### config.mk
export PLATFORM = sky130hd
export DESIGN_NAME = data_memory_arbiter
export DESIGN_NICKNAME = d
export VERILOG_FILES = /design/src/rtl/data_memory_arbiter.sv
export SDC_FILE = /design/constraint.sdc
export NUM_CORES = 1
export LEC_CHECK = 0
export CAP_MARGIN = 0
export CORE_AREA = 2 2 110 112
export DETAILED_ROUTE_END_ITERATION = 7
export DIE_AREA = 0 0 112 114
export DONT_BUFFER_PORTS = 1
export PLACE_DENSITY = 0.4
export RECOVER_POWER = 100
export SKIP_CTS_REPAIR_TIMING = 1
export SLEW_MARGIN = 20
export SYNTH_ARGS = -nofsm -noshare
export SYNTH_HDL_FRONTEND = slang
export SYNTH_SLANG_ARGS = --single-unit
### constraint.sdc
create_clock -name clock -period 3.9 [get_ports clock]
set_input_delay 1.17 -clock clock [delete_from_list [all_inputs] [get_ports clock]]
set_output_delay 1.17 -clock clock [all_outputs]
set_load 0.05 [all_outputs]
### src/rtl/data_memory_arbiter.sv
// data_memory_arbiter: round-robin arbiter with a grant lock that shares a
// single-port synchronous data memory between the core (req0) and a
// loader/debug port (req1). Misaligned or out-of-range accesses are rejected
// with an error pulse and never reach the memory.
module data_memory_arbiter #(
  parameter int unsigned ADDR_WIDTH = 32,
  parameter int unsigned DATA_WIDTH = 32,
  parameter int unsigned MEM_WORDS  = 1024
) (
  input  logic                         clock,
  input  logic                         reset,
  input  logic                         req0_valid,
  output logic                         req0_ready,
  input  logic                         req0_write,
  input  logic                         req0_lock,
  input  logic [ADDR_WIDTH-1:0]        req0_addr,
  input  logic [DATA_WIDTH-1:0]        req0_wdata,
  output logic                         req0_rvalid,
  output logic [DATA_WIDTH-1:0]        req0_rdata,
  output logic                         req0_err,
  input  logic                         req1_valid,
  output logic                         req1_ready,
  input  logic                         req1_write,
  input  logic                         req1_lock,
  input  logic [ADDR_WIDTH-1:0]        req1_addr,
  input  logic [DATA_WIDTH-1:0]        req1_wdata,
  output logic                         req1_rvalid,
  output logic [DATA_WIDTH-1:0]        req1_rdata,
  output logic                         req1_err,
  output logic                         mem_en,
  output logic                         mem_we,
  output logic [$clog2(MEM_WORDS)-1:0] mem_addr,
  output logic [DATA_WIDTH-1:0]        mem_wdata,
  input  logic [DATA_WIDTH-1:0]        mem_rdata
);

  localparam int unsigned MEM_AW = $clog2(MEM_WORDS);
  localparam int unsigned IDX_W  = ADDR_WIDTH - 2;

  // Arbitration and lock state
  logic r_rr_last;
  logic r_lock_valid;
  logic r_lock_owner;

  // Pending one-cycle response
  logic r_resp_valid;
  logic r_resp_owner;
  logic r_resp_is_err;
  logic r_resp_is_read;

  logic [1:0]            w_valid;
  logic                  w_gnt_valid;
  logic                  w_gnt;
  logic                  w_write;
  logic                  w_lock;
  logic [ADDR_WIDTH-1:0] w_addr;
  logic [DATA_WIDTH-1:0] w_wdata;
  logic                  w_legal;
  logic                  w_mem_go;
  logic                  w_rsp_read;
  logic                  w_rsp_err;

  assign w_valid = {req1_valid, req0_valid};

  // Grant selection: lock owner first, then single requester, then round-robin
  always_comb begin
    w_gnt_valid = 1'b0;
    w_gnt       = 1'b0;
    if (reset) begin
      if (r_lock_valid && w_valid[r_lock_owner]) begin
        w_gnt_valid = 1'b1;
        w_gnt       = r_lock_owner;
      end else if (req0_valid && req1_valid) begin
        w_gnt_valid = 1'b1;
        w_gnt       = ~r_rr_last;
      end else if (req0_valid) begin
        w_gnt_valid = 1'b1;
        w_gnt       = 1'b0;
      end else if (req1_valid) begin
        w_gnt_valid = 1'b1;
        w_gnt       = 1'b1;
      end
    end
  end

  // Winner's request fields
  assign w_write = w_gnt ? req1_write : req0_write;
  assign w_lock  = w_gnt ? req1_lock  : req0_lock;
  assign w_addr  = w_gnt ? req1_addr  : req0_addr;
  assign w_wdata = w_gnt ? req1_wdata : req0_wdata;

  assign w_legal  = (w_addr[1:0] == 2'b00) &&
                    (w_addr[ADDR_WIDTH-1:2] < IDX_W'(MEM_WORDS));
  assign w_mem_go = w_gnt_valid && w_legal;

  assign req0_ready = w_gnt_valid && !w_gnt;
  assign req1_ready = w_gnt_valid &&  w_gnt;

  assign mem_en    = w_mem_go;
  assign mem_we    = w_mem_go && w_write;
  assign mem_addr  = w_mem_go ? w_addr[MEM_AW+1:2] : '0;
  assign mem_wdata = w_mem_go ? w_wdata : '0;

  assign w_rsp_read = r_resp_valid && r_resp_is_read && !r_resp_is_err;
  assign w_rsp_err  = r_resp_valid && r_resp_is_err;

  assign req0_rvalid = w_rsp_read && !r_resp_owner;
  assign req1_rvalid = w_rsp_read &&  r_resp_owner;
  assign req0_rdata  = req0_rvalid ? mem_rdata : '0;
  assign req1_rdata  = req1_rvalid ? mem_rdata : '0;
  assign req0_err    = w_rsp_err && !r_resp_owner;
  assign req1_err    = w_rsp_err &&  r_resp_owner;

  // Round-robin pointer, lock ownership and response scheduling
  always_ff @(posedge clock or negedge reset) begin
    if (!reset) begin
      r_rr_last      <= 1'b1;
      r_lock_valid   <= 1'b0;
      r_lock_owner   <= 1'b0;
      r_resp_valid   <= 1'b0;
      r_resp_owner   <= 1'b0;
      r_resp_is_err  <= 1'b0;
      r_resp_is_read <= 1'b0;
    end else begin
      // Legal stores produce no response; loads and rejects respond next cycle
      r_resp_valid   <= w_gnt_valid && (!w_legal || !w_write);
      r_resp_owner   <= w_gnt;
      r_resp_is_err  <= !w_legal;
      r_resp_is_read <= !w_write;
      if (w_gnt_valid) begin
        r_rr_last    <= w_gnt;
        r_lock_valid <= w_lock;
        r_lock_owner <= w_gnt;
      end else if (r_lock_valid && !w_valid[r_lock_owner]) begin
        r_lock_valid <= 1'b0;
      end
    end
  end

endmodule

==> metrics <==
status completed; reg2reg path depth 6; Synth Area in Compound Gates 0.3128; mapped cell area 0.001848 mm^2; Int Pwr 241.6 uW; Root Buffer clkbuf_16; gr ovfl total 0; power per cell area 102.4 mW/mm^2; Min Clock Period, post-route 3.869 ns; most frequent cells in the layout and2_1 (64), buf_12 (47), a22oi_2 (40), nor2_4 (40), buf_4 (11); Netlist cell types 32; Nets 437; logic gate share of total power 0.227; total track usage 0.1007; row count 40; number of buffers created by CTS 3; DRC Markers 0; switch share 0.2757; Final ANT Viol Nets 0; most common cell after layout, fill and taps aside and2_1; Post-Synth Adder-Cell Area 0; Syn Area/Cell 8.287 um^2; Worst-path clk slew roughly 0.040 ns; post-route setup TNS 0 ns; Tcrit/Tclk final 0.9920; Hold Startpoint r_rr_last; Max-Cap Viols 0; Crit path largest cell delay roughly 0.52 ns; Die W about 110 um; Worst Hold Class flop to flop; RSZ-0062 raised after global routing true; Syn-to-layout area delta 76.24%; CP max FO 21; actual slew at the worst max-slew pin 0.9793 ns; largest net degree at the start of global routing 43; Worst R2R End r_resp_valid; final hold slack 0.4520 ns; Post-Syn Instances 223; Vias 1,955; Top Family by Delay on Critical Path simple AND/OR/NAND/NOR gates; CP arrival 2.70 ns; IO Pins 282; clock network fraction of total power 0.517; Num Clock Sinks 7; Final Cell Area 0.003257 mm^2; Fill cells ~1,200; Worst Skew 0.001891 ns; f_max 258.5 MHz; largest family of logic cells by synthesized area simple AND/OR/NAND/NOR gates; Starting Density 0.1578; Worst Hold End r_rr_last; maximum VDD drop 0.1370 mV; CTS tree done; die height 114 um; non-filler cells, final 415; Pre-antenna DRT Iters 4; initial antenna violation count 0; Synth Warn # 0; fraction of layout instances using a drive strength above 1 0.6082; placed cell count about 400; core footprint 0.01171 mm^2; Worst Setup Path Type primary input to primary output; Final Hold Viols 0; Synth Register Bits 7; slowest CP cell or4_4; wire per inst about 19 um; crit path launch type primary input; Lkg Pwr 0.0009952 uW; ant diodes 0; worst-case clock buffer depth 2; critical-path cell list or4_4 -> nor3_4 -> and4_4 -> buf_12 -> a22oi_1 -> nor2_2 -> buf_12; die area 0.01277 mm^2; Critical R2R Launch r_lock_owner; H-tree levels 1; post-synthesis simple-gate area fraction 0.4787; 1st-iter DRT viols 66; final count of pins violating max slew 0; routability cong. roughly 0.7; required time of the critical path 2.73 ns; Synth Net Count 391; relative slew slack 0.3447; mux contribution to synthesized area 0.01083; Cells on Worst Hold Path 2; Buf/Inv on CP 2; Reg power frac 0.256; post-synthesis xor/xnor area fraction 0; Final Setup Violations 0; placed inst area 0.003129 mm^2; CP dominant cell by count buf_12; switching power 91.97 uW; Vias per Instance 4.711; R2R setup slack 2.21 ns; register area share after synthesis 0.09546; CP endpoint kind primary output; vias in the first global route about 1,800; number of port buffers 0; drt total wl 7.750 mm; Final HPWL DP about 6.5 mm; total power about 330 uW; worst skew pair latency 0.23 ns; first-pass GRT wire length 9.949 mm
through the flow:
step	setup WS, ns	util
4_1_cts	-0.07857	0.2739
2_1_floorplan	-0.1622	-
3_5_place_dp	-0.08238	0.2672
5_1_grt	-0.05134	0.2781
6_report	0.03124	0.2781
3_3_place_gp	-0.03528	0.2672
flip-flops by register name, summed over array words and instances, names as in the netlist:
name	flops
r_lock_owner	1
r_lock_valid	1
r_resp_is_err	1
r_resp_is_read	1
r_resp_owner	1
r_resp_valid	1
r_rr_last	1
worst reg2reg max path, cell delays in order (launching register included):
cell	delay, ns
dfrtp_1	0.37
and2b_2	0.25
o21ai_4	0.22
nand2_1	0.17
inv_1	0.16
mux2i_1	0.31
o21a_1	0.15
logic make-up (layout without fill, tap and decap cells):
| logic type | Yosys count | after routing |
|---|---|---|
| AOI/OAI and AO/OA | 48 | 48 |
| muxes | 2 | 2 |
| and+or+nand+nor | 144 | 144 |
| buffers and inverters | 22 | 67 |
| DFF | 7 | 7 |
synth_stat cells, drive strengths merged:
| master | count | area, um^2 |
|---|---|---|
| a31oi | 1 | 6.260 |
| nor3b | 1 | 7.510 |
| o21a | 2 | 15.01 |
| and4 | 2 | 18.77 |
| nor3 | 3 | 25.02 |
| o21ai | 2 | 21.27 |
| a211oi | 1 | 20.02 |
| mux2i | 2 | 20.02 |
| nor4 | 9 | 56.30 |
| inv | 2 | 7.510 |
| a22oi | 42 | 515.5 |
| buf | 12 | 151.4 |
| and2 | 65 | 407.9 |
| and3 | 1 | 6.260 |
| clkbuf | 8 | 30.03 |
| dfrtp | 6 | 150.1 |
| or2 | 1 | 6.260 |
| nand2 | 9 | 33.78 |
| nor2 | 48 | 282.8 |
| nand4 | 1 | 6.260 |
| dfstp | 1 | 26.28 |
| nand3 | 1 | 5.000 |
| or4 | 1 | 11.26 |
| and2b | 2 | 17.52 |
power groups by stage:
stage | Clock, uW | Combinational [uW] | Sequential, uW
after global placement | 0 | 76.3 | 85.8
after detailed placement | 0 | 77.1 | 86.2
after CTS | 174 | 77.4 | 85.4
after floorplan | 0 | 58.6 | 84.7
final | 172 | 75.8 | 85.3
after global routing | 180 | 81.7 | 86.8
layer usage:
metal	wire length [um]	up-vias	GRT usage
met3	655	8	0.01382
met4	141	0	0.02520
met1	2586	916	0.1073
met5	0	-	0
met2	4368	162	0.2065
li1	-	869	-
area by class of cell:
| class | instances | area [um^2] | area share |
|---|---|---|---|
| Tap cell | 147 | 183.9 | 0.05647 |
| Inverter | 2 | 7.507 | 0.002305 |
| Multi-Input combinational cell | 194 | 1730 | 0.5313 |
| Timing Repair Buffer | 61 | 1080 | 0.3315 |
| Clock buffer | 4 | 78.83 | 0.02420 |
| Sequential cell | 7 | 176.4 | 0.05417 |
how the worst max path moves through the flow:
| stage | start | endpoint | slack, ns | depth (start not counted) |
|---|---|---|---|---|
| floorplan | req1_addr[26] | mem_we | -0.16 | 6 |
| global placement | req1_addr[26] | mem_addr[9] | -0.04 | 7 |
| detailed placement | req1_addr[26] | mem_addr[9] | -0.08 | 7 |
| CTS | req1_addr[26] | mem_addr[9] | -0.08 | 7 |
| global route | req1_addr[26] | mem_addr[9] | -0.05 | 7 |
| finish | req1_addr[26] | mem_addr[9] | 0.03 | 7 |
Note: power is estimated with default switching activity, not from simulation.
